==> src/rtl/trace_sequencer_if.sv <==
// Predictor-side handshake and training-update bundle for trace_sequencer.
// The master side is the sequencer; the slave side is the predictor.
interface trace_sequencer_if #(
  parameter int ADDRESS_SIZE = 8
);
  logic                    PredValid;
  logic [ADDRESS_SIZE-1:0] PredAddress;
  logic                    PredReady;
  logic                    Prediction;
  logic                    UpdateValid;
  logic                    UpdateTaken;
  logic                    UpdateMispredict;

  modport master (
    output PredValid, PredAddress, UpdateValid, UpdateTaken, UpdateMispredict,
    input  PredReady, Prediction
  );

  modport slave (
    input  PredValid, PredAddress, UpdateValid, UpdateTaken, UpdateMispredict,
    output PredReady, Prediction
  );
endinterface

==> src/rtl/trace_sequencer.sv <==
// Replays the branch trace ROM into the predictor one branch at a time,
// issues a training update per branch and counts branches/mispredictions.
module trace_sequencer #(
  parameter int ADDRESS_SIZE           = 8,
  parameter int TRAINING_DATA_SIZE     = 3898078,
  parameter int INSTRUCTION_INDEX_SIZE = $clog2(TRAINING_DATA_SIZE),
  parameter int ROM_LATENCY            = 1
) (
  input  logic                              Clk,
  input  logic                              reset,
  input  logic                              start,
  input  logic                              pause,
  output logic [INSTRUCTION_INDEX_SIZE-1:0] InstructionNumber,
  input  logic [ADDRESS_SIZE-1:0]           TraceAddress,
  input  logic                              TraceResult,
  trace_sequencer_if.master                 pred,
  output logic                              busy,
  output logic                              done,
  output logic [31:0]                       BranchCount,
  output logic [31:0]                       MispredictCount
);

  typedef enum logic [2:0] {
    IDLE,
    FETCH,
    PREDICT,
    UPDATE,
    PAUSED,
    DONE
  } state_t;

  localparam logic [2:0] WAIT_LAST = 3'(ROM_LATENCY - 1);
  localparam logic [INSTRUCTION_INDEX_SIZE-1:0] LAST_INDEX =
    INSTRUCTION_INDEX_SIZE'(TRAINING_DATA_SIZE - 1);

  state_t     state;
  logic [2:0] wait_cnt;
  logic       outcome_q;

  always_ff @(posedge Clk) begin
    if (reset) begin
      state                 <= IDLE;
      wait_cnt              <= '0;
      outcome_q             <= 1'b0;
      InstructionNumber     <= '0;
      pred.PredValid        <= 1'b0;
      pred.PredAddress      <= '0;
      pred.UpdateValid      <= 1'b0;
      pred.UpdateTaken      <= 1'b0;
      pred.UpdateMispredict <= 1'b0;
      busy                  <= 1'b0;
      done                  <= 1'b0;
      BranchCount           <= '0;
      MispredictCount       <= '0;
    end else begin
      case (state)
        IDLE, DONE: begin
          if (start) begin
            state             <= FETCH;
            wait_cnt          <= '0;
            InstructionNumber <= '0;
            BranchCount       <= '0;
            MispredictCount   <= '0;
            busy              <= 1'b1;
            done              <= 1'b0;
          end
        end

        // Address and outcome are captured on the last wait cycle so the
        // presented address stays frozen for the whole handshake.
        FETCH: begin
          if (wait_cnt == WAIT_LAST) begin
            state            <= PREDICT;
            wait_cnt         <= '0;
            pred.PredValid   <= 1'b1;
            pred.PredAddress <= TraceAddress;
            outcome_q        <= TraceResult;
          end else begin
            wait_cnt <= wait_cnt + 3'd1;
          end
        end

        PREDICT: begin
          if (pred.PredReady) begin
            state                 <= UPDATE;
            pred.PredValid        <= 1'b0;
            pred.PredAddress      <= '0;
            pred.UpdateValid      <= 1'b1;
            pred.UpdateTaken      <= outcome_q;
            pred.UpdateMispredict <= pred.Prediction ^ outcome_q;
          end
        end

        UPDATE: begin
          pred.UpdateValid      <= 1'b0;
          pred.UpdateTaken      <= 1'b0;
          pred.UpdateMispredict <= 1'b0;
          if (BranchCount != '1) begin
            BranchCount <= BranchCount + 32'd1;
          end
          if (pred.UpdateMispredict && (MispredictCount != '1)) begin
            MispredictCount <= MispredictCount + 32'd1;
          end
          if (InstructionNumber == LAST_INDEX) begin
            state <= DONE;
            busy  <= 1'b0;
            done  <= 1'b1;
          end else begin
            InstructionNumber <= InstructionNumber + 1'b1;
            state             <= pause ? PAUSED : FETCH;
          end
        end

        PAUSED: begin
          if (!pause) begin
            state <= FETCH;
          end
        end

        default: state <= IDLE;
      endcase
    end
  end

endmodule

==> src/flat_wrapper.sv <==
// flat-port wrapper written by rule: the top's interface ports become plain ports
module trace_sequencer_flat 
#(
  parameter int ADDRESS_SIZE           = 8,
  parameter int TRAINING_DATA_SIZE     = 3898078,
  parameter int INSTRUCTION_INDEX_SIZE = $clog2(TRAINING_DATA_SIZE),
  parameter int ROM_LATENCY            = 1
)
  (Clk, reset, start, pause, InstructionNumber, TraceAddress, TraceResult, busy, done, BranchCount, MispredictCount, pred_PredValid, pred_PredAddress, pred_UpdateValid, pred_UpdateTaken, pred_UpdateMispredict, pred_PredReady, pred_Prediction);
  trace_sequencer_if #(.ADDRESS_SIZE(ADDRESS_SIZE)) pred_i ();
  input  logic Clk;
  input  logic reset;
  input  logic start;
  input  logic pause;
  output logic [INSTRUCTION_INDEX_SIZE-1:0] InstructionNumber;
  input  logic [ADDRESS_SIZE-1:0] TraceAddress;
  input  logic TraceResult;
  output logic busy;
  output logic done;
  output logic [31:0] BranchCount;
  output logic [31:0] MispredictCount;
  output wire logic [$bits(pred_i.PredValid)-1:0] pred_PredValid;
  output wire logic [$bits(pred_i.PredAddress)-1:0] pred_PredAddress;
  output wire logic [$bits(pred_i.UpdateValid)-1:0] pred_UpdateValid;
  output wire logic [$bits(pred_i.UpdateTaken)-1:0] pred_UpdateTaken;
  output wire logic [$bits(pred_i.UpdateMispredict)-1:0] pred_UpdateMispredict;
  input wire logic [$bits(pred_i.PredReady)-1:0] pred_PredReady;
  input wire logic [$bits(pred_i.Prediction)-1:0] pred_Prediction;
  assign pred_PredValid = pred_i.PredValid;
  assign pred_PredAddress = pred_i.PredAddress;
  assign pred_UpdateValid = pred_i.UpdateValid;
  assign pred_UpdateTaken = pred_i.UpdateTaken;
  assign pred_UpdateMispredict = pred_i.UpdateMispredict;
  assign pred_i.PredReady = pred_PredReady;
  assign pred_i.Prediction = pred_Prediction;
  trace_sequencer #(.ADDRESS_SIZE(ADDRESS_SIZE), .TRAINING_DATA_SIZE(TRAINING_DATA_SIZE), .INSTRUCTION_INDEX_SIZE(INSTRUCTION_INDEX_SIZE), .ROM_LATENCY(ROM_LATENCY)) u_core (.Clk(Clk), .reset(reset), .start(start), .pause(pause), .InstructionNumber(InstructionNumber), .TraceAddress(TraceAddress), .TraceResult(TraceResult), .pred(pred_i), .busy(busy), .done(done), .BranchCount(BranchCount), .MispredictCount(MispredictCount));
endmodule
==> config.mk <==
export PLATFORM = sky130hd
export DESIGN_NAME = trace_sequencer_flat
export DESIGN_NICKNAME = d
export VERILOG_FILES = /design/src/rtl/trace_sequencer_if.sv /design/src/rtl/trace_sequencer.sv /design/src/flat_wrapper.sv
export SDC_FILE = /design/constraint.sdc
export NUM_CORES = 1
export LEC_CHECK = 0
export CAP_MARGIN = 40
export CORE_MARGIN = 2
export CORE_UTILIZATION = 52
export CTS_CLUSTER_DIAMETER = 200
export DETAILED_ROUTE_END_ITERATION = 8
export PLACE_DENSITY = 0.87
export SYNTH_ARGS = -nofsm -noshare
export SYNTH_HDL_FRONTEND = slang
export SYNTH_SLANG_ARGS = --single-unit
export TNS_END_PERCENT = 30
==> constraint.sdc <==
create_clock -name Clk -period 2.2 [get_ports Clk]
set_input_delay 0.55 -clock Clk [delete_from_list [all_inputs] [get_ports Clk]]
set_output_delay 0.55 -clock Clk [all_outputs]
set_load 0.02 [all_outputs]
==> flow_metrics.py, run 1 <==
metrics = {
    "yosys": {
        "postSynthAreaPerCell_um2": 8.08,
        "yosys.area_share.xor_xnor": 0.0282,
        "yosysMostFrequentCell": "dfxtp_1",
        "synth-edff-count": 0,
        "netlist_instances": 692,
        "syn_nets": 713,
        "synth_area_leaders": "dfxtp_1 (38%), a21oi_1 (4.8%), nand2_1 (3.9%)",
        "synth_common_cells": "dfxtp_1 (107), nand2_1 (58), a21oi_1 (54), nor2_1 (54), nand3_1 (43)",
        "synth_ff_type": "dfxtp_1",
        "ys_warn_count": 0,
        "synth_compound_area_frac": 0.207,
        "yosys.area_share.simple": 0.314,
        "netlist_area_um2": 5590,
        "synth_top_cell_area_share": 0.383,
        "ys_ff_latch": 107,
        "synth_adder_area_share": 0.0134,
        "async_reset_ff_frac": 0,
        "yosys.area.top_type": "dfxtp_1",
        "ys_types": 59,
        "yosysSeqAreaShare": 0.383,
        "muxShareOfSynthArea": 0.00895,
        "synth_top_family_by_area": "simple AND/OR/NAND/NOR gates",
    },
    "cts": {
        "clock_path_buffers": 2,
        "clock-root-buffer": "clkbuf_8",
        "htree_levels": 3,
        "cts_tree": "built",
        "clk_pin_slew_ns": 0.11,
        "cts_sinks": 107,
        "cts_buffers": 9,
        "clock_latency_ns": 0.38,
    },
    "final_layout": {
        "area_growth_pct": 33.5,
        "final_nets": 863,
        "final_layout_size_suffix_gt1_frac": 0.131,
        "num-fill-cells": 796,
        "final_util": 0.720,
        "fin_cells": 984,
    },
    "die": {
        "die_w_um": 108,
        "num_rows": 37,
        "dieArea_um2": 11600,
        "start_util": 0.539,
        "fp.dieH_um": 108,
        "ioPinCount": 115,
        "coreArea_um2": 10400,
    },
    "power_and_ir_drop": {
        "combPwrFrac": 0.192,
        "power_density_nw_per_um2": 529,
        "power_mw": 3.95,
        "seqPwrFrac": 0.510,
        "p_sw_frac": 0.315,
        "leakage_nw": 2.46,
        "vdd_drop_max_mv": 0.396,
        "internal_power_mw": 2.71,
        "clockPowerShare": 0.298,
        "power.switching_mw": 1.24,
    },
    "global_route": {
        "grt_pass1_vias": 5762,
        "antenna_found_initial": 1,
        "grt.total_usage": 0.288,
        "grt_max_degree": 47,
        "overflow": 0,
        "grt_first_pass_wirelength_um": 27600,
    },
    "drt": {
        "drc_errors": 0,
        "drt-total-wl_um": 17200,
        "routed_via_density": 6.41,
        "num_vias": 6311,
        "firstDrtPassIters": 5,
        "wl_per_cell_um": 17.5,
        "dr.first_iter.drc_count": 624,
        "ant_nets": 0,
    },
    "worst_setup_path": {
        "critPathBufInv": 1,
        "cp_num_cells": 1,
        "worstReg2RegStart": "u_core.MispredictCount[1]$_SDFFE_PP0P_",
        "cpMaxStageDelayCell": "clkdlybuf4s50_1",
        "crit_path_cell_trace": "clkdlybuf4s50_1",
        "cp.arrival_ns": 1.57,
        "r2r_slack_ns": 0.09,
        "worstReg2RegEnd": "u_core.MispredictCount[6]$_SDFFE_PP0P_",
        "cp_top_family": "buffers and inverters",
        "cp-start-kind": "flop",
        "crit_start": "u_core.InstructionNumber[15]$_SDFFE_PP0P_",
        "critPathKind": "flop to output port",
        "crit_fanout": 8,
        "cp.required_ns": 1.65,
        "endpoint": "InstructionNumber[15]",
        "end_kind": "output port",
        "max_stage_delay_ns": 0.67,
        "rr_worst_depth": 8,
    },
    "placement": {
        "pre_cts_ws_ns": -0.423,
        "hpwl_um": 12000,
        "dp_cells": 965,
        "io_buffers": 114,
        "globalplace.congestion": 0.916,
    },
    "sta": {
        "period_share": 0.965,
        "worst_slack_ns": 0.0776,
        "setup_tns_ns": 0,
        "setup_violations": 0,
        "maxClockFrequency_ghz": 0.471,
        "worstMarginPinSlew_ns": 0.578,
        "fin_worst_skew_ns": 0.0187,
        "rsz0062_at_grt": "yes",
        "report.final.slew_viol_count": 0,
        "hold_viol_final": 0,
        "fin_crit_ns": 2.12,
        "slew-limit-headroom": 0.613,
    },
    "min_path": {
        "hp-start": "reset",
        "hold_class": "primary input to flop",
    },
    "status": {
        "status": "finished, final reports clean",
    },
    "job": {
        "max_cap_violations": 0,
    },
}
==> sequential cells by signal (all words and copies together) (netlist names) <==
| register | flops |
|---|---|
| u_core.outcome_q | 1 |
| u_core.pred.PredAddress | 8 |
| u_core.InstructionNumber | 22 |
| u_core.pred.PredValid | 1 |
| u_core.done | 1 |
| u_core.pred.UpdateValid | 1 |
| u_core.BranchCount | 32 |
| u_core.pred.UpdateTaken | 1 |
| u_core.wait_cnt | 3 |
| u_core.state | 3 |
| u_core.pred.UpdateMispredict | 1 |
| u_core.busy | 1 |
| u_core.MispredictCount | 32 |
==> cell type report <==
type / instances / area, um^2 / share of cell area
Inverter: 17 / 63.8 / 0.00855
Timing Repair Buffer: 182 / 1680 / 0.225
Tap cell: 136 / 170 / 0.0228
Clock buffer: 9 / 124 / 0.0166
Antenna cell: 1 / 2.50 / 0.000335
Multi-Input combinational cell: 525 / 3220 / 0.431
Clock inverter: 7 / 57.6 / 0.00771
Sequential cell: 107 / 2150 / 0.288
==> what timing repair did <==
action,in CTS,in global routing
hold buffers,0,0
endpoints found under the setup margin,4,14
resized for setup,1,10
buffers inserted,1,1
pin swaps,1,2
==> worst min path at each step <==
stage	endpoint	slack, ns	cells after the start
floorplan	u_core.wait_cnt[2]$_SDFFE_PP0P_	0.47	2
global placement	u_core.pred.PredValid$_SDFFE_PP0P_	0.47	2
detailed placement	u_core.pred.UpdateValid$_SDFFE_PP0P_	0.48	2
CTS	u_core.BranchCount[1]$_SDFFE_PP0P_	0.49	2
global route	u_core.pred.PredValid$_SDFFE_PP0P_	0.52	2
finish	u_core.BranchCount[0]$_SDFFE_PP0P_	0.48	2
==> layout by cell type, fill, tap and decap left out, types with 4 or more instances in the layout <==
master	instances
a31o_2	4
nand4_1	22
a31oi_1	7
and3_1	20
nand2_1	58
clkbuf_8	9
or3_1	14
and4_1	9
nand3_1	43
buf_4	65
o31ai_1	20
a41oi_1	7
nand3b_1	4
o22ai_1	5
nor3_1	20
a311oi_1	12
dfxtp_1	104
or4_1	25
mux2i_1	5
nand2b_1	6
a211oi_1	4
a21oi_1	53
a22oi_1	14
and2_1	7
nor2_1	54
nor4_1	11
ha_1	5
o21ai_0	32
clkdlybuf4s50_1	112
inv_1	16
xnor2_1	15
==> per-layer routing <==
metal | wire length [um] | GRT usage | up-vias | share of wire
li1 | - | - | 2927 | -
met1 | 7150 | 0.381 | 3020 | 0.42
met2 | 8210 | 0.472 | 326 | 0.48
met3 | 1480 | 0.0490 | 38 | 0.086
met4 | 342 | 0.104 | 0 | 0.020
met5 | 0 | 0 | - | 0
==> kinds of logic after synthesis <==
group                      after synthesis
AOI/OAI and AO/OA                      178
xor gates and xnor gates                18
adders and majority gates                6
buffers and inverters                   60
DFF                                    107
muxes                                    5
and+or+nand+nor                        318
==> power groups by stage <==
stage	registers (mW)	logic, mW	clock network, mW
2_1_floorplan	2.09	0.398	0
6_report	2.02	0.759	1.18
4_1_cts	2.01	0.744	1.18
3_5_place_dp	2.06	0.732	0
5_1_grt	2.02	0.815	1.25
3_3_place_gp	2.06	0.709	0
==> through the flow <==
| step | hold slack (ns) | instance area [um^2] |
|---|---|---|
| 2_1_floorplan | 0.466 | 5590 |
| 3_5_place_dp | 0.481 | 7240 |
| 3_3_place_gp | 0.467 | 7240 |
| 6_report | 0.483 | 7460 |
| 4_1_cts | 0.494 | 7430 |
| 5_1_grt | 0.520 | 7460 |
Power figures use the tool's default switching activity.
==> run 2: changes to the inputs <==
--- a/config.mk
+++ b/config.mk
@@ -7,10 +7,10 @@
 export LEC_CHECK = 0
 export CAP_MARGIN = 40
 export CORE_MARGIN = 2
-export CORE_UTILIZATION = 52
+export CORE_UTILIZATION = 30
 export CTS_CLUSTER_DIAMETER = 200
 export DETAILED_ROUTE_END_ITERATION = 8
-export PLACE_DENSITY = 0.87
+export PLACE_DENSITY = 0.52
 export SYNTH_ARGS = -nofsm -noshare
 export SYNTH_HDL_FRONTEND = slang
 export SYNTH_SLANG_ARGS = --single-unit
==> run 2 against run 1 <==
Net effect: sequential share of layout area fell by 1.6 points; register-to-register slack improved by 0.05 ns; non-clock buffer count rose by 23; critical path depth rose by 1; fmax rose by 1.4%; combinational power rose by 3.7%; largest cell class unchanged; final cell count rose by 12%; flip-flop and latch count did not move; first-iteration DRC count fell by 21%; via count fell by 2.5%; highest routed layer unchanged; count of clock-buffer cells in the layout rose by 4.
==> flow_metrics.py, run 2 (synthesis gave the netlist of run 1 again) <==
metrics = {
    "status": {
        "status": "finished, final reports clean",
    },
    "drt": {
        "drc_errors": 0,
        "routed_via_density": 5.60,
        "num_vias": 6152,
        "drt-total-wl_um": 18200,
        "dr.first_iter.drc_count": 491,
        "firstDrtPassIters": 5,
        "ant_nets": 0,
        "wl_per_cell_um": 16.6,
    },
    "final_layout": {
        "area_growth_pct": 41.2,
        "final_layout_size_suffix_gt1_frac": 0.148,
        "final_nets": 886,
        "reg_top3": "u_core.BranchCount (32), u_core.MispredictCount (32), u_core.InstructionNumber (22)",
        "fin_cells": 1098,
        "num-fill-cells": 1809,
        "multi_input_area_um2": 3260,
        "final-seq-area_um2": 2140,
        "antenna-diode-count": 0,
        "finalInstanceArea_um2": 7900,
        "final_common_cell": "clkdlybuf4s50_1",
        "final_util": 0.435,
        "final_cell_mix": "clkdlybuf4s50_1 (112), dfxtp_1 (107), buf_4 (89), nand2_1 (58), nor2_1 (54)",
    },
    "die": {
        "die_w_um": 141,
        "coreArea_um2": 18100,
        "dieArea_um2": 19700,
        "fp.dieH_um": 141,
        "ioPinCount": 115,
        "num_rows": 49,
        "start_util": 0.308,
    },
    "sta": {
        "rsz0062_at_grt": "no",
        "fin_crit_ns": 2.09,
        "worstMarginPinSlew_ns": 0.438,
        "slew-limit-headroom": 0.708,
        "setup_tns_ns": 0,
        "setup_violations": 0,
        "maxClockFrequency_ghz": 0.478,
        "fin_worst_skew_ns": 0.00765,
        "period_share": 0.951,
        "hold_viol_final": 0,
        "report.final.slew_viol_count": 0,
    },
    "min_path": {
        "hold_class": "flop to flop",
    },
    "cts": {
        "cts_buffers": 9,
        "cts_sinks": 107,
        "cts_hold_buf": 0,
        "clk_pin_slew_ns": 0.07,
        "clock_latency_ns": 0.35,
        "clock_path_buffers": 2,
        "clock-root-buffer": "clkbuf_16",
        "cts_tree": "built",
        "htree_levels": 3,
    },
    "global_route": {
        "grt_max_degree": 47,
        "grt.total_usage": 0.182,
        "grt_first_pass_wirelength_um": 29700,
        "overflow": 0,
        "antenna_found_initial": 0,
        "grt_pass1_vias": 5729,
    },
    "placement": {
        "globalplace.congestion": 0.870,
        "placed_area_um2": 7530,
        "dp_cells": 1081,
        "hpwl_um": 13300,
        "io_buffers": 114,
    },
    "power_and_ir_drop": {
        "leakage_nw": 2.68,
        "power_mw": 4.47,
        "power_density_nw_per_um2": 566,
        "vdd_drop_max_mv": 0.404,
    },
    "worst_setup_path": {
        "cp.arrival_ns": 1.54,
        "crit_fanout": 5,
        "max_stage_delay_ns": 0.60,
        "cp-start-kind": "flop",
        "crit_path_cell_trace": "buf_4 > clkdlybuf4s50_1",
        "cpMaxStageDelayCell": "clkdlybuf4s50_1",
        "cp.required_ns": 1.65,
        "critPathKind": "flop to output port",
        "end_kind": "output port",
    },
    "job": {
        "max_cap_violations": 0,
    },
}
## run 2: path summary, 6_finish.rpt
check             slack (ns)  depth (start not counted)                                        to                              startpoint
setup / recovery        0.11                          2                        MispredictCount[7]  u_core.MispredictCount[7]$_SDFFE_PP0P_
hold / removal          0.50                          2      u_core.pred.UpdateValid$_SDFFE_PP0P_    u_core.pred.UpdateValid$_SDFFE_PP0P_
setup reg to reg        0.14                          6  u_core.InstructionNumber[8]$_SDFFE_PP0P_            u_core.state[2]$_SDFFE_PP0P_
hold reg to reg         0.50                          2      u_core.pred.UpdateValid$_SDFFE_PP0P_    u_core.pred.UpdateValid$_SDFFE_PP0P_
## run 2: report_power, final
group / internal (mW) / total, mW / switching, mW / leakage [nW]
Sequential: 1.98 / 2.02 / 0.0366 / 0.864
Combinational: 0.316 / 0.787 / 0.470 / 1.68
Clock: 0.940 / 1.67 / 0.727 / 0.146
## run 2: repair_timing
| action | 4_1_cts | 5_1_grt |
|---|---|---|
| buffers inserted | 1 | 1 |
| endpoints found under the setup margin | 4 | 23 |
| pin swaps | 1 | 2 |
| cloned | 0 | 0 |
| hold endpoints to repair | 0 | 0 |
| resized for setup | 2 | 9 |
## run 2: routing by layer
| layer | routed length [um] | vias to the layer above | track usage |
|---|---|---|---|
| met5 | 0 | - | 0 |
| met1 | 8660 | 2983 | 0.248 |
| li1 | - | 2972 | - |
| met4 | 221 | 0 | 0.0516 |
| met2 | 8410 | 176 | 0.301 |
| met3 | 954 | 21 | 0.0270 |
## run 2: layout make-up
| type | instances | area share |
|---|---|---|
| Sequential cell | 107 | 0.271 |
| Clock buffer | 13 | 0.0330 |
| Multi-Input combinational cell | 525 | 0.413 |
| Inverter | 17 | 0.00808 |
| Timing Repair Buffer | 205 | 0.234 |
| Tap cell | 229 | 0.0363 |
| Clock inverter | 2 | 0.00444 |
## run 2: worst max-delay path: cells and delay by family, from the launching register on
kind	cells	cell delay, ns
buffers and inverters	2	0.77
DFF	1	0.43
## run 2: through the flow
step / hold WS, ns / setup slack [ns]
floorplan: 0.466 / 0.0336
global placement: 0.470 / -0.426
detailed placement: 0.487 / -0.448
CTS: 0.502 / -0.0101
global route: 0.541 / 0.0107
finish: 0.496 / 0.107
